<file path="src/rtl/pc_fetch_pkg.sv">
// Shared definitions for the pc_fetch block: FSM state encoding, the HLT opcode
// and the opcode field geometry, imported by the decoder and the datapath.
package pc_fetch_pkg;

   typedef enum logic [2:0] {
      IDLE,
      FETCH,
      DECODE,
      EXEC,
      HALT
   } state_t;

   // The opcode occupies the top OPC_W bits of an instruction word.
   localparam int OPC_W = 5;
   localparam logic [OPC_W-1:0] OPC_HLT = 5'b00000;

   function automatic logic isHalt(input logic [OPC_W-1:0] opcode);
      return opcode == OPC_HLT;
   endfunction

endpackage

</file>
<file path="src/rtl/pc_fetch_if.sv">
// Program-memory / PC-adder / datapath bus of pc_fetch. The master side is the
// fetch unit; the slave side is the memory, the external adder and the datapath.
interface pc_fetch_if #(
   parameter int PC_W    = 11,
   parameter int INSTR_W = 16
);

   logic [PC_W-1:0]    pc_o;
   logic [PC_W-1:0]    pc_inc_i;
   logic [INSTR_W-1:0] instr_i;
   logic [INSTR_W-1:0] ir_o;
   logic               instr_valid_o;
   logic               ack_i;

   modport master (
      output pc_o, ir_o, instr_valid_o,
      input  pc_inc_i, instr_i, ack_i
   );

   modport slave (
      input  pc_o, ir_o, instr_valid_o,
      output pc_inc_i, instr_i, ack_i
   );

endinterface

</file>
<file path="src/rtl/pc_fetch_sat_counter.sv">
// Saturating up-counter with synchronous clear; sticks at all-ones instead of
// wrapping so a long run never reports a small cycle count.
module sat_counter #(
   parameter int W = 32
) (
   input  logic         clk,
   input  logic         reset,
   input  logic         en_i,
   input  logic         clr_i,
   output logic [W-1:0] cnt_o
);

   logic [W-1:0] cnt_q;
   logic [W-1:0] cnt_d;

   // Clear wins over enable so a restart always begins from zero.
   always_comb begin
      cnt_d = cnt_q;
      if (clr_i) begin
         cnt_d = '0;
      end else if (en_i && (cnt_q != '1)) begin
         cnt_d = cnt_q + W'(1);
      end
   end

   always_ff @(posedge clk or posedge reset) begin
      if (reset) begin
         cnt_q <= '0;
      end else begin
         cnt_q <= cnt_d;
      end
   end

   assign cnt_o = cnt_q;

endmodule

</file>
<file path="src/rtl/pc_fetch.sv">
// Instruction fetch FSM: presents the PC, latches the returned word into ir_o,
// advances the PC from the external adder and hands the instruction to the datapath.
module pc_fetch import pc_fetch_pkg::*; #(
   parameter int PC_W    = 11,
   parameter int INSTR_W = 16,
   parameter int CNT_W   = 32
) (
   input  logic             clk,
   input  logic             reset,
   input  logic             start_i,
   pc_fetch_if.master       bus,
   output logic             halted_o,
   output logic [CNT_W-1:0] cycle_cnt_o
);

   state_t             state_q;
   logic [PC_W-1:0]    pc_q;
   logic [INSTR_W-1:0] ir_q;
   logic               valid_q;
   logic               halted_q;

   logic               hltOp;
   logic               cntEn;
   logic               cntClr;

   assign hltOp = isHalt(bus.instr_i[INSTR_W-1 -: OPC_W]);

   // The PC only ever takes pc_inc_i (already modulo 2^PC_W) or zero on restart.
   always_ff @(posedge clk or posedge reset) begin
      if (reset) begin
         state_q  <= IDLE;
         pc_q     <= '0;
         ir_q     <= '0;
         valid_q  <= 1'b0;
         halted_q <= 1'b0;
      end else begin
         case (state_q)
            IDLE: begin
               if (start_i) begin
                  state_q <= FETCH;
               end
            end
            FETCH: begin
               state_q <= DECODE;
            end
            DECODE: begin
               ir_q <= bus.instr_i;
               if (hltOp) begin
                  state_q  <= HALT;
                  halted_q <= 1'b1;
               end else begin
                  pc_q    <= bus.pc_inc_i;
                  state_q <= EXEC;
                  valid_q <= 1'b1;
               end
            end
            EXEC: begin
               if (bus.ack_i) begin
                  valid_q <= 1'b0;
                  state_q <= FETCH;
               end
            end
            HALT: begin
               if (start_i) begin
                  pc_q     <= '0;
                  ir_q     <= '0;
                  halted_q <= 1'b0;
                  state_q  <= FETCH;
               end
            end
            default: begin
               state_q <= IDLE;
            end
         endcase
      end
   end

   // The DECODE cycle that retires into HALT is not an executed cycle.
   assign cntEn  = (state_q == FETCH) || (state_q == EXEC) ||
                   ((state_q == DECODE) && !hltOp);
   assign cntClr = (state_q == HALT) && start_i;

   sat_counter #(
      .W(CNT_W)
   ) u_cycleCnt (
      .clk   (clk),
      .reset (reset),
      .en_i  (cntEn),
      .clr_i (cntClr),
      .cnt_o (cycle_cnt_o)
   );

   assign bus.pc_o          = pc_q;
   assign bus.ir_o          = ir_q;
   assign bus.instr_valid_o = valid_q;
   assign halted_o          = halted_q;

endmodule
</file>
<file path="src/flat_wrapper.sv">
// flat-port wrapper written by rule: the top's interface ports become plain ports
module pc_fetch_flat import pc_fetch_pkg::*;
#(
   parameter int PC_W    = 11,
   parameter int INSTR_W = 16,
   parameter int CNT_W   = 32
)
  (clk, reset, start_i, halted_o, cycle_cnt_o, bus_pc_o, bus_ir_o, bus_instr_valid_o, bus_pc_inc_i, bus_instr_i, bus_ack_i);
  pc_fetch_if #(.PC_W(PC_W), .INSTR_W(INSTR_W)) bus_i ();
  input  logic clk;
  input  logic reset;
  input  logic start_i;
  output logic halted_o;
  output logic [CNT_W-1:0] cycle_cnt_o;
  output wire logic [$bits(bus_i.pc_o)-1:0] bus_pc_o;
  output wire logic [$bits(bus_i.ir_o)-1:0] bus_ir_o;
  output wire logic [$bits(bus_i.instr_valid_o)-1:0] bus_instr_valid_o;
  input wire logic [$bits(bus_i.pc_inc_i)-1:0] bus_pc_inc_i;
  input wire logic [$bits(bus_i.instr_i)-1:0] bus_instr_i;
  input wire logic [$bits(bus_i.ack_i)-1:0] bus_ack_i;
  assign bus_pc_o = bus_i.pc_o;
  assign bus_ir_o = bus_i.ir_o;
  assign bus_instr_valid_o = bus_i.instr_valid_o;
  assign bus_i.pc_inc_i = bus_pc_inc_i;
  assign bus_i.instr_i = bus_instr_i;
  assign bus_i.ack_i = bus_ack_i;
  pc_fetch #(.PC_W(PC_W), .INSTR_W(INSTR_W), .CNT_W(CNT_W)) u_core (.clk(clk), .reset(reset), .start_i(start_i), .bus(bus_i), .halted_o(halted_o), .cycle_cnt_o(cycle_cnt_o));
endmodule
</file>
<file path="config.mk">
export PLATFORM = sky130hd
export DESIGN_NAME = pc_fetch_flat
export DESIGN_NICKNAME = d
export VERILOG_FILES = /design/src/rtl/pc_fetch_pkg.sv /design/src/rtl/pc_fetch_if.sv /design/src/rtl/pc_fetch_sat_counter.sv /design/src/rtl/pc_fetch.sv /design/src/flat_wrapper.sv
export SDC_FILE = /design/constraint.sdc
export NUM_CORES = 1
export LEC_CHECK = 0
export BUFFER_PORTS_ARGS = -buffer_cell sky130_fd_sc_hd__clkbuf_2
export CELL_PAD_IN_SITES_DETAIL_PLACEMENT = 1
export CELL_PAD_IN_SITES_GLOBAL_PLACEMENT = 1
export CORE_ASPECT_RATIO = 0.75
export CORE_MARGIN = 8
export CORE_UTILIZATION = 35
export CTS_CLUSTER_SIZE = 10
export DETAILED_ROUTE_END_ITERATION = 6
export GPL_TIMING_DRIVEN = 0
export PLACE_DENSITY_LB_ADDON = 0.15
export SYNTH_ARGS = -nofsm -noshare
export SYNTH_HDL_FRONTEND = slang
export SYNTH_SLANG_ARGS = --single-unit
</file>
<file path="constraint.sdc">
create_clock -name clk -period 2 [get_ports clk]
set_clock_uncertainty 0.1 [all_clocks]
set_input_delay 0.3 -clock clk [delete_from_list [all_inputs] [get_ports clk]]
set_output_delay 0.3 -clock clk [all_outputs]
set_load 0.02 [all_outputs]
</file>
==> metrics.md, run 1 <==
| Metric | Value |
|---|---|
| CTS tree | `done` |
| H-tree Lvls | `3` |
| Synth warnings | `0` |
| Simple-gate share of the synthesized area | `0.269` |
| FF-to-FF path depth | `9` |
| CTS Buf Count | `9` |
| Pre-CTS setup slack | `-0.863 ns` |
| Worst Setup End Kind | `flip-flop` |
| VDD IR max | `0.838 mV` |
| Switching Fraction | `0.423` |
| Pwr/cell area | `1400 mW/mm²` |
| Largest family of logic cells by synthesized area | `simple AND/OR/NAND/NOR gates` |
| Die Ht | `~100 µm` |
| CP Buf/Inv Count | `3` |
| Clk slew on worst S/H paths | `0.06 ns` |
| Setup_tns | `-7.31 ns` |
| RR Startpoint | `u_core.u_cycleCnt.cnt_o[0]` |
| Die width | `approximately 130 µm` |
| Max incr delay on CP | `between 0.4 and 0.5 ns` |
| Logic gate share of total power | `0.480` |
| Startpoint Class | `flip-flop` |
| Post-synth ARST share | `1.00` |
| Port Buffers | `roughly 90` |
| I/O pins | `roughly 90` |
| Crit Path Class | `flip-flop to flip-flop` |
| GR Util All Layers | `0.220` |
| Status | `finished with violations` |
| Switching Power | `3.09 mW` |
| Slowest CP cell | `dfrtp_2` |
| CP max FO | `5` |
| Die ar. | `approximately 0.013 mm²` |
| CP Data Arrival Time | `about 2.5 ns` |
| Detailed-route via count | `between 3000 and 4000` |
| Vias in the first global route | `about 4000` |
| Final Wtd Congestion | `~0.78` |
| DR pass1 iterations | `4` |
| Layout area overhead | `57.3%` |
| Cell Area, Synth | `~0.0033 mm²` |
| Part of the power in registers | `0.298` |
| DR iter-0 viols | `256` |
| Post-Syn Instances | `~360` |
| Num rows | `30` |
| Final Hold Violating Endpoints | `0` |
| WP data required | `2.12 ns` |
| Clock power frac | `0.223` |
| ANT nets after route | `0` |
| Cell leakage power | `~2.4 nW` |
| Max_slew headroom | `0.450` |
| Max-slew violations | `0` |
| Initial antenna violation count | `0` |
| NumNets Final | `550` |
| Crit path time final | `between 2 and 2.5 ns` |
| Max Fclk | `between 0.4 and 0.5 GHz` |
| DPL Wire Length | `between 8 and 9 mm` |
| DRC Markers | `0` |
| First-pass GRT wire length | `roughly 22 mm` |
| Most used cell, CP | `buf_6` |
| Final setup fails | `32` |
| RSZ-0062 raised after global routing | `yes` |
| Sequential cell area fraction in the yosys report | `0.485` |
| Crit path max-delay family | `simple AND/OR/NAND/NOR gates` |
| EDFF count, synth | `0` |
| Syn nets | `slightly below 400` |
| Antenna cells | `0` |
| Synth Area in XOR/XNOR | `0.00795` |
| Clk Latency, worst-skew pair | `approximately 0.34 ns` |
| Total gr overflow | `0` |
| Tightest Pin Transition | `between 0.8 and 0.9 ns` |
| Longest Clk Path Bufs | `2` |
| Failing checks | `setup timing` |
| Syn Area/Cell | `between 9 and 10 µm²` |
| R2R Setup Slk | `-0.34 ns` |
| Crit-path cells | `ha_4 -> nand4_1 -> buf_4 -> nor3_4 -> buf_6 -> and3_4 -> buf_6 -> nor2_4 -> a221o_1` |
| Post-Route Utilization | `0.570` |
| Pin count of the biggest net entering global routing | `65` |
| Reg2reg end | `u_core.u_cycleCnt.cnt_o[22]` |
| Hold Worst Slack | `0.0119 ns` |
| Mux cell area share after synthesis | `0.0155` |
| Via density | `~5.6` |
| Final period util | `1.17` |
| Share of cells above drive strength 1 | `0.497` |
| Adder-Cell Fraction of Synth Area | `0.00379` |
| Most frequent cells in the layout | `95 x clkbuf_2, 78 x nand2_1, 43 x buf_4` |
| Max_cap viols | `0` |
| Root Driver | `clkbuf_16` |
| Slack of the critical path | `-0.341 ns` |
| Core area | `0.00912 mm²` |
| FF+latch count, synth | `64` |
| Compound-gate portion of the synthesized area | `0.181` |
| Commonest non-fill, non-tap cell in the layout | `clkbuf_2` |
| Initial Utilization | `0.362` |
| Final WL | `13.8 mm` |
| P_int | `4.21 mW` |
| WL/cell | `about 21 µm` |
| Total power | `7.29 mW` |
| Post-synthesis cell type count | `47` |
| CTS Sinks | `64` |
| HP Class | `input pin to async pin` |
| Ys flop type | `dfrtp_1` |
==> worst max-delay path by stage <==
stage | from | to | depth (start not counted)
2_1_floorplan | u_core.u_cycleCnt.cnt_o[8] | u_core.u_cycleCnt.cnt_o[21] | 6
4_1_cts | u_core.state_q[0] | u_core.u_cycleCnt.cnt_o[12] | 8
5_1_grt | u_core.u_cycleCnt.cnt_o[0] | u_core.u_cycleCnt.cnt_o[26] | 9
6_report | u_core.u_cycleCnt.cnt_o[0] | u_core.u_cycleCnt.cnt_o[22] | 9
3_5_place_dp | u_core.u_cycleCnt.cnt_o[8] | u_core.u_cycleCnt.cnt_o[21] | 6
3_3_place_gp | reset | u_core.u_cycleCnt.cnt_o[21] | 2
==> synthesized netlist by cell type (all sizes together) (6+ instances only) <==
library cell  instances  area (µm²)
nor4                  7        43.8
clkbuf               14        52.6
a21oi                 8        51.3
nor2                 10        37.5
or4                   6        48.8
and3                  7        43.8
nor3                 10        55.1
buf                  10        56.3
o21ai                36         180
dfrtp                64        1600
nand4                 9        56.3
and4                  9        78.8
nand2                80         300
o31ai                10        75.1
nand3                16        85.1
a21o                  6        45.0
==> registers in the layout, indices dropped and copies added, names as in the netlist <==
name / count
u_core.bus.instr_valid_o: 1
u_core.halted_o: 1
u_core.state_q: 3
u_core.u_cycleCnt.cnt_o: 32
u_core.bus.ir_o: 16
u_core.bus.pc_o: 11
==> metal layers <==
| layer | track usage | wire [µm] | vias to the layer above |
|---|---|---|---|
| li1 | - | - | 1656 |
| met1 | 0.269 | 5880 | 1859 |
| met2 | 0.355 | 6860 | 124 |
| met3 | 0.0625 | 855 | 17 |
| met4 | 0.0965 | 224 | 0 |
| met5 | 0 | 0 | - |
==> what timing repair did <==
action	in CTS	in global routing
endpoints found under the setup margin	43	52
pin swaps	28	14
endpoints found under the hold margin	0	0
hold buffers	0	0
gates resized for setup	64	34
buffers inserted	44	12
cloned	4	0
==> power groups by stage <==
| stage | Combinational, mW | Sequential (mW) | Clock [mW] |
|---|---|---|---|
| after floorplan | 1.19 | 2.62 | 0 |
| after global placement | 2.56 | 2.16 | 0 |
| after detailed placement | 2.63 | 2.19 | 0 |
| after CTS | 3.20 | 2.16 | 1.65 |
| after global routing | 3.76 | 2.23 | 1.69 |
| final | 3.50 | 2.17 | 1.63 |
==> kinds of logic after synthesis <==
| kind of cell | after synthesis |
|---|---|
| simple gates | 173 |
| xor+xnor | 3 |
| compound gates | 89 |
| mux | 5 |
| flops | 64 |
| fa+ha+maj | 1 |
| buf+inv | 28 |
==> cell type report <==
type	instances	area, µm²
Buffer	20	191
Clock buffer	11	253
Multi-Input combinational cell	273	1950
Inverter	4	17.5
Sequential cell	64	1630
Timing Repair Buffer	146	935
Clock inverter	5	55.1
Tap cell	128	160
Fill cell	1054	3930
==> per-stage QoR <==
stage,area [µm²],std cells
6_report,5190,651
5_1_grt,5190,651
4_1_cts,5020,641
3_5_place_dp,4110,582
3_3_place_gp,4110,582
2_1_floorplan,3490,363
Note: power is estimated with default switching activity, not from simulation.
==> run 2, diff against run 1 <==
--- a/config.mk
+++ b/config.mk
@@ -14,7 +14,8 @@
 export CTS_CLUSTER_SIZE = 10
 export DETAILED_ROUTE_END_ITERATION = 6
 export GPL_TIMING_DRIVEN = 0
-export PLACE_DENSITY_LB_ADDON = 0.15
+export PLACE_DENSITY = 0.8
+export SLEW_MARGIN = 40
 export SYNTH_ARGS = -nofsm -noshare
 export SYNTH_HDL_FRONTEND = slang
 export SYNTH_SLANG_ARGS = --single-unit
==> run 2 against run 1 <==
The run still ends with setup timing left. Worst hold slack improved by 0.050 ns. Maximum frequency increased by 3.0%. Sequential share of layout area decreased by 0.39 points. Critical path type unchanged. Largest cell class unchanged.
==> metrics.md, run 2 (synthesis results as in run 1) <==
| Metric | Value |
|---|---|
| Via density | `5.77 (was 5.62)` |
| Root Driver | `clkbuf_16 (unchanged)` |
| Max_slew headroom | `0.598 (was 0.450)` |
| Grt met2 use | `0.362 (was 0.355)` |
| Max incr delay on CP | `0.63 ns (was 0.41 ns)` |
| Final period util | `1.14 (was 1.17)` |
| HP Class | `input pin to flip-flop (was input pin to async pin)` |
| Logic gate share of total power | `0.486 (was 0.480)` |
| First-pass GRT wire length | `22.3 mm (was 21.9 mm)` |
| Post-Route Utilization | `0.578 (was 0.570)` |
| Commonest non-fill, non-tap cell in the layout | `clkbuf_2 (unchanged)` |
| Pin count of the biggest net entering global routing | `43 (was 65)` |
| DPL Wire Length | `8.53 mm (was 8.14 mm)` |
| Met3 usage | `0.0747 (was 0.0625)` |
| Cell leakage power | `2.41 nW (was 2.39 nW)` |
| CTS Buf Count | `9 (unchanged)` |
| Worst Setup End Kind | `flip-flop (unchanged)` |
| Pwr/cell area | `1370 mW/mm² (was 1400 mW/mm²)` |
| Layout area overhead | `59.5% (was 57.3%)` |
| Switching Power | `3.21 mW (was 3.09 mW)` |
| CP max FO | `7 (was 5)` |
| Total power | `7.20 mW (was 7.29 mW)` |
| ANT nets after route | `0 (unchanged)` |
| Switching Fraction | `0.447 (was 0.423)` |
| Die ar. | `0.0128 mm² (unchanged)` |
| DR pass1 iterations | `4 (unchanged)` |
| Initial Utilization | `0.362 (unchanged)` |
| GR Util All Layers | `0.223 (was 0.220)` |
| P_int | `3.98 mW (was 4.21 mW)` |
| Most used cell, CP | `or4_4 (was buf_6)` |
| Max-slew violations | `0 (unchanged)` |
| Final WL | `14.9 mm (was 13.8 mm)` |
| Antenna cells | `0 (unchanged)` |
| # fillers | `1018 (was 1054)` |
| Vias in the first global route | `4051 (was 3948)` |
| Startpoint Class | `flip-flop (unchanged)` |
| DR iter-0 viols | `177 (was 256)` |
| RSZ-0062 raised after global routing | `yes (unchanged)` |
| Final setup fails | `32 (unchanged)` |
| Part of the power in registers | `0.303 (was 0.298)` |
| Status | `finished with violations (unchanged)` |
| CTS tree | `done (unchanged)` |
| Longest Clk Path Bufs | `2 (unchanged)` |
| Port Buffers | `91 (unchanged)` |
| Slack of the critical path | `-0.271 ns (was -0.341 ns)` |
| Final Hold Violating Endpoints | `0 (unchanged)` |
| Slowest CP cell | `or4_4 (was dfrtp_2)` |
| Total gr overflow | `0 (unchanged)` |
| I/O pins | `92 (unchanged)` |
| Final Wtd Congestion | `0.794 (was 0.782)` |
| Core area | `0.00912 mm² (unchanged)` |
| Crit path time final | `2.27 ns (was 2.34 ns)` |
| Clock power frac | `0.211 (was 0.223)` |
| NumNets Final | `550 (unchanged)` |
| Share of cells above drive strength 1 | `0.511 (was 0.497)` |
| Max Fclk | `0.440 GHz (was 0.427 GHz)` |
| Die Ht | `100 µm (unchanged)` |
| DRC Markers | `0 (unchanged)` |
| Most frequent cells in the layout | `98 x clkbuf_2, 78 x nand2_1, 40 x dfrtp_1 (was 95 x clkbuf_2, 78 x nand2_1, 43 x buf_4)` |
| Die width | `128 µm (unchanged)` |
| WP data required | `2.17 ns (was 2.12 ns)` |
| CP Data Arrival Time | `2.44 ns (was 2.46 ns)` |
| Num rows | `30 (unchanged)` |
| Max_cap viols | `0 (unchanged)` |
| Initial antenna violation count | `0 (unchanged)` |
| WL/cell | `22.8 µm (was 21.2 µm)` |
| Failing checks | `setup timing (unchanged)` |
| Area of the multi-input gates | `0.00197 mm² (was 0.00195 mm²)` |
| Most used routing layer | `met2 (unchanged)` |
| Max FFs per register | `32 (unchanged)` |
| Detailed-route via count | `3756 (was 3656)` |
| Clk Latency, worst-skew pair | `0.34 ns (about the same)` |
| H-tree Lvls | `3 (unchanged)` |
| VDD IR max | `0.814 mV (was 0.838 mV)` |
| Crit-path cells | `nand2_2 -> or4_4 -> or4_4 -> a211oi_2 -> a21o_1 (was ha_4 -> nand4_1 -> buf_4 -> nor3_4 -> buf_6 -> and3_4 -> buf_6 -> nor2_4 -> a221o_1)` |
| Met1 Use GR | `0.267 (was 0.269)` |
| Crit Path Class | `flip-flop to flip-flop (unchanged)` |
| Sequential cell area | `0.00163 mm² (about the same)` |
| CTS Sinks | `64 (unchanged)` |
| Tightest Pin Transition | `0.595 ns (was 0.825 ns)` |
| Clk slew on worst S/H paths | `0.06 ns (about the same)` |
run 2: power by group through the flow:
stage	clock network, mW	logic, mW	registers, mW
3_3_place_gp	0	2.55	2.16
2_1_floorplan	0	1.19	2.62
3_5_place_dp	0	2.67	2.19
4_1_cts	1.52	3.27	2.16
6_report	1.52	3.50	2.18
5_1_grt	1.57	3.76	2.22
run 2: area by class of cell:
type / count / area share
Buffer: 18 / 0.0344
Clock buffer: 10 / 0.0454
Clock inverter: 6 / 0.00855
Inverter: 4 / 0.00332
Multi-Input combinational cell: 273 / 0.374
Sequential cell: 64 / 0.310
Tap cell: 128 / 0.0304
Timing Repair Buffer: 148 / 0.194
run 2: path summary, 6_finish.rpt:
| kind | from | to | slack (ns) | depth (start not counted) |
|---|---|---|---|---|
| max | u_core.u_cycleCnt.cnt_o[2] | u_core.u_cycleCnt.cnt_o[27] | -0.27 | 5 |
| min | bus_pc_inc_i[3] | u_core.bus.pc_o[3] | 0.06 | 3 |
| max reg2reg | u_core.u_cycleCnt.cnt_o[2] | u_core.u_cycleCnt.cnt_o[27] | -0.27 | 5 |
| min reg2reg | u_core.halted_o | u_core.halted_o | 0.40 | 2 |
| max in group asynchronous | reset | u_core.u_cycleCnt.cnt_o[19] | 0.87 | 4 |
| min in group asynchronous | reset | u_core.bus.ir_o[1] | 0.38 | 3 |
run 2: critical path: cells and delay by family (launching register included):
kind | cells | cell delay [ns]
AO/OA/AOI/OAI | 2 | 0.40
AND/OR/NAND/NOR | 3 | 1.26
flip-flops | 1 | 0.45
run 2: what timing repair did:
item                                    in CTS  in global routing
hold endpoints to repair                    22                  0
buffers inserted                            39                 17
hold buffers                                 1                  0
cloned                                       3                  1
gates resized for setup                     73                 40
pin swaps                                   14                 19
endpoints found under the setup margin      42                 59
run 2: through the flow:
step	setup slack [ns]	hold slack [ns]	setup TNS, ns	std cells	instance area, µm²
after floorplan	-0.185	0.317	-4.51	363	3490
after global placement	-1.11	0.368	-74.80	582	4110
after detailed placement	-0.639	0.186	-14.73	583	4140
after CTS	-0.174	0.0600	-3.36	638	5030
after global routing	-0.331	0.0730	-7.61	651	5270
final	-0.271	0.0620	-5.68	651	5270
run 2: routing by layer:
| layer | share of wire | up-vias |
|---|---|---|
| li1 | - | 1650 |
| met1 | 0.40 | 1917 |
| met2 | 0.49 | 154 |
| met3 | 0.082 | 35 |
| met4 | 0.030 | 0 |
| met5 | 0 | - |
==> run 3, diff against run 2 <==
--- a/config.mk
+++ b/config.mk
@@ -6,6 +6,7 @@
 export NUM_CORES = 1
 export LEC_CHECK = 0
 export BUFFER_PORTS_ARGS = -buffer_cell sky130_fd_sc_hd__clkbuf_2
+export CAP_MARGIN = 20
 export CELL_PAD_IN_SITES_DETAIL_PLACEMENT = 1
 export CELL_PAD_IN_SITES_GLOBAL_PLACEMENT = 1
 export CORE_ASPECT_RATIO = 0.75
@@ -14,8 +15,9 @@
 export CTS_CLUSTER_SIZE = 10
 export DETAILED_ROUTE_END_ITERATION = 6
 export GPL_TIMING_DRIVEN = 0
-export PLACE_DENSITY = 0.8
+export PLACE_DENSITY = 0.79
 export SLEW_MARGIN = 40
 export SYNTH_ARGS = -nofsm -noshare
 export SYNTH_HDL_FRONTEND = slang
+export SYNTH_HIERARCHICAL = 1
 export SYNTH_SLANG_ARGS = --single-unit
==> run 3 against run 2 <==
The flow still finishes with violations (setup timing). Clock power up 22%. Worst hold slack improved by 0.028 ns. Synthesized cell count shrank 20%. Critical path type unchanged. Largest cell class unchanged. Largest power group unchanged.
==> metrics.md, run 3 <==
| Metric | Value |
|---|---|
| DR pass1 iterations | `4 (unchanged)` |
| Commonest non-fill, non-tap cell in the layout | `clkbuf_2 (unchanged)` |
| Die ar. | `0.0121 mm² (was 0.0128 mm²)` |
| First-pass GRT wire length | `19.0 mm (was 22.3 mm)` |
| VDD IR max | `0.837 mV (was 0.814 mV)` |
| Root Driver | `clkbuf_16 (unchanged)` |
| Failing checks | `setup timing (unchanged)` |
| RSZ-0062 raised after global routing | `yes (unchanged)` |
| H-tree Lvls | `3 (unchanged)` |
| Worst Setup End Kind | `flip-flop (unchanged)` |
| Final setup fails | `30 (was 32)` |
| Num rows | `29 (was 30)` |
| Max Used Layer | `met4 (unchanged)` |
| ANT nets after route | `0 (unchanged)` |
| Final Wtd Congestion | `0.766 (was 0.794)` |
| Cell Area, Synth | `0.00310 mm² (was 0.00330 mm²)` |
| Cell count after placement | `491 (was 583)` |
| Crit-path cells | `ha_4 -> nand2_4 -> or4_4 -> buf_4 -> buf_8 -> o41ai_4 -> buf_6 -> mux2i_1 -> nor2_1 (was nand2_2 -> or4_4 -> or4_4 -> a211oi_2 -> a21o_1)` |
| Post-Route Utilization | `0.548 (was 0.578)` |
| Synth Area in XOR/XNOR | `0.00848 (was 0.00795)` |
| Die width | `125 µm (was 128 µm)` |
| Sequential cell area fraction in the yosys report | `0.517 (was 0.485)` |
| Largest family of logic cells by synthesized area | `compound AO/OA/AOI/OAI gates (was simple AND/OR/NAND/NOR gates)` |
| Met2 WL | `6.57 mm (was 7.21 mm)` |
| Vias in the first global route | `3373 (was 4051)` |
| Syn nets | `324 (was 395)` |
| DR iter-0 viols | `258 (was 177)` |
| Max FFs per register | `32 (unchanged)` |
| CP Data Arrival Time | `2.53 ns (was 2.44 ns)` |
| Syn Area/Cell | `10.6 µm² (was 9.10 µm²)` |
| Initial antenna violation count | `0 (unchanged)` |
| Pin count of the biggest net entering global routing | `33 (was 43)` |
| Share of cells above drive strength 1 | `0.483 (was 0.511)` |
| Core area | `0.00853 mm² (was 0.00912 mm²)` |
| Max incr delay on CP | `0.49 ns (was 0.63 ns)` |
| Status | `finished with violations (unchanged)` |
| Largest cells by area after synthesis | `dfrtp_1 52%, a21oi_1 4.7%, a22o_1 4.5% (was dfrtp_1 48%, nand2_1 9.1%, o21ai_0 5.5%)` |
| Met3 wire len | `513 µm (was 1.22 mm)` |
| WHS Path Cells | `2 (was 3)` |
| Hold Worst Slack | `0.0905 ns (was 0.0620 ns)` |
| Mux cell area share after synthesis | `0.0105 (was 0.0155)` |
| Final cell count without fillers | `539 (was 651)` |
| Compound-gate portion of the synthesized area | `0.218 (was 0.181)` |
| Ys flop type | `dfrtp_1 (unchanged)` |
| Synth warnings | `6 (was 0)` |
| Most frequent cell after synthesis | `dfrtp_1 (was nand2_1)` |
| R2R Setup Slk | `-0.41 ns (was -0.27 ns)` |
| Slack of the critical path | `-0.413 ns (was -0.271 ns)` |
| Detailed-route via count | `3214 (was 3756)` |
| Final period util | `1.21 (was 1.14)` |
| Antenna cells | `0 (unchanged)` |
| Most frequent cells in the layout | `95 x clkbuf_2, 54 x dfrtp_1, 24 x a21oi_1 (was 98 x clkbuf_2, 78 x nand2_1, 40 x dfrtp_1)` |
| NumNets Final | `458 (was 550)` |
| CTS Buf Count | `9 (unchanged)` |
| DRC Markers | `0 (unchanged)` |
| Tightest Pin Transition | `0.689 ns (was 0.595 ns)` |
| Crit Path Class | `flip-flop to flip-flop (unchanged)` |
| Post-synthesis cell type count | `45 (was 47)` |
| Final Hold Violating Endpoints | `0 (unchanged)` |
| FF+latch count, synth | `64 (unchanged)` |
| Clk Latency, worst-skew pair | `0.34 ns (about the same)` |
| WL/cell | `24.1 µm (was 22.8 µm)` |
| Via density | `5.96 (was 5.77)` |
| Initial Utilization | `0.363 (was 0.362)` |
| I/O pins | `92 (unchanged)` |
| Pre-CTS setup slack | `-0.786 ns (was -0.639 ns)` |
| Port Buffers | `91 (unchanged)` |
| EDFF count, synth | `0 (unchanged)` |
| Cell leakage power | `2.11 nW (was 2.41 nW)` |
| Most instantiated cells after synthesis | `64 x dfrtp_1, 29 x a21oi_1, 16 x a22o_1, 16 x o31ai_1, 15 x o21ai_0 (was 80 x nand2_1, 64 x dfrtp_1, 36 x o21ai_0)` |
| Max_slew headroom | `0.540 (was 0.598)` |
| Max Fclk | `0.414 GHz (was 0.440 GHz)` |
| CTS tree | `done (unchanged)` |
| Total power | `6.43 mW (was 7.20 mW)` |
| Post-Syn Instances | `292 (was 363)` |
| Max_cap viols | `0 (unchanged)` |
| FF-to-FF path depth | `9 (was 5)` |
| GR Util All Layers | `0.193 (was 0.223)` |
| Die Ht | `97.5 µm (was 100 µm)` |
| Longest Clk Path Bufs | `2 (unchanged)` |
| Max-slew violations | `0 (unchanged)` |
| DPL Wire Length | `7.20 mm (was 8.53 mm)` |
| CTS Sinks | `64 (unchanged)` |
| Adder-Cell Fraction of Synth Area | `0.00404 (was 0.00379)` |
| Crit path time final | `2.41 ns (was 2.27 ns)` |
| Pwr/cell area | `1380 mW/mm² (was 1370 mW/mm²)` |
| Startpoint Class | `flip-flop (unchanged)` |
| Layout area overhead | `50.7% (was 59.5%)` |
| M1 WL | `5.51 mm (was 5.97 mm)` |
| HP Class | `input pin to flip-flop (unchanged)` |
| Slowest CP cell | `or4_4 (unchanged)` |
| CP max FO | `8 (was 7)` |
| Final WL | `13.0 mm (was 14.9 mm)` |
| Post-synth top area cell | `dfrtp_1 (unchanged)` |
| Area share of the largest cell type after synthesis | `0.517 (was 0.485)` |
| Total gr overflow | `0 (unchanged)` |
| Clk slew on worst S/H paths | `0.06 ns (about the same)` |
| Simple-gate share of the synthesized area | `0.205 (was 0.269)` |
| WP data required | `2.11 ns (was 2.17 ns)` |
| Post-synth ARST share | `1.00 (unchanged)` |
## run 3: final timing paths
kind / to / start
setup reg to reg: u_core/u_cycleCnt/cnt_o[1] / u_core/u_cycleCnt/cnt_o[1]
max in group asynchronous: u_core/state_q[2] / reset
min in group asynchronous: u_core/u_cycleCnt/cnt_o[21] / reset
hold / removal: u_core/bus.ir_o[3] / bus_instr_i[3]
setup / recovery: u_core/u_cycleCnt/cnt_o[1] / u_core/u_cycleCnt/cnt_o[1]
hold reg to reg: u_core/bus.ir_o[1] / u_core/bus.ir_o[1]
## run 3: timing repair
item	CTS	global route
setup buffers	21	10
cloned	2	0
setup endpoints to repair	32	41
pin swaps	26	21
gates resized for setup	50	28
endpoints found under the hold margin	0	18
hold buffers	0	1
## run 3: through the flow
stage	area (µm²)	setup TNS [ns]
floorplan	3140	-5.24
global placement	3730	-14.59
detailed placement	3740	-16.45
CTS	4460	-3.86
global route	4670	-10.09
finish	4670	-8.46
## run 3: layout make-up
cell class,count,area (µm²)
Tap cell,108,135
Multi-Input combinational cell,203,1690
Fill cell,933,3860
Clock inverter,7,120
Buffer,12,85.1
Timing Repair Buffer,124,749
Inverter,12,52.6
Sequential cell,64,1610
Clock buffer,9,225
## run 3: logic make-up after synthesis
logic type	count (synthesis)
compound gates	96
xor+xnor	3
fa+ha+maj	1
buf+inv	25
flops	64
mux	2
simple gates	101
## run 3: critical path: cells and delay by family, from the launching register on
kind	cells	cell delay (ns)
buffers and inverters	3	0.50
adders and majority gates	1	0.16
muxes	1	0.25
AOI/OAI and AO/OA	1	0.24
and+or+nand+nor	3	0.63
DFF	1	0.40
## run 3: routing by layer
layer,GRT usage,up-vias
met5,0,-
met3,0.0382,30
met1,0.231,1673
li1,-,1409
met2,0.328,102
met4,0.0868,0
## run 3: power by group
group          internal, mW  switching, mW
clock                  1.22          0.629
sequential             1.68          0.358
combinational          1.04           1.50
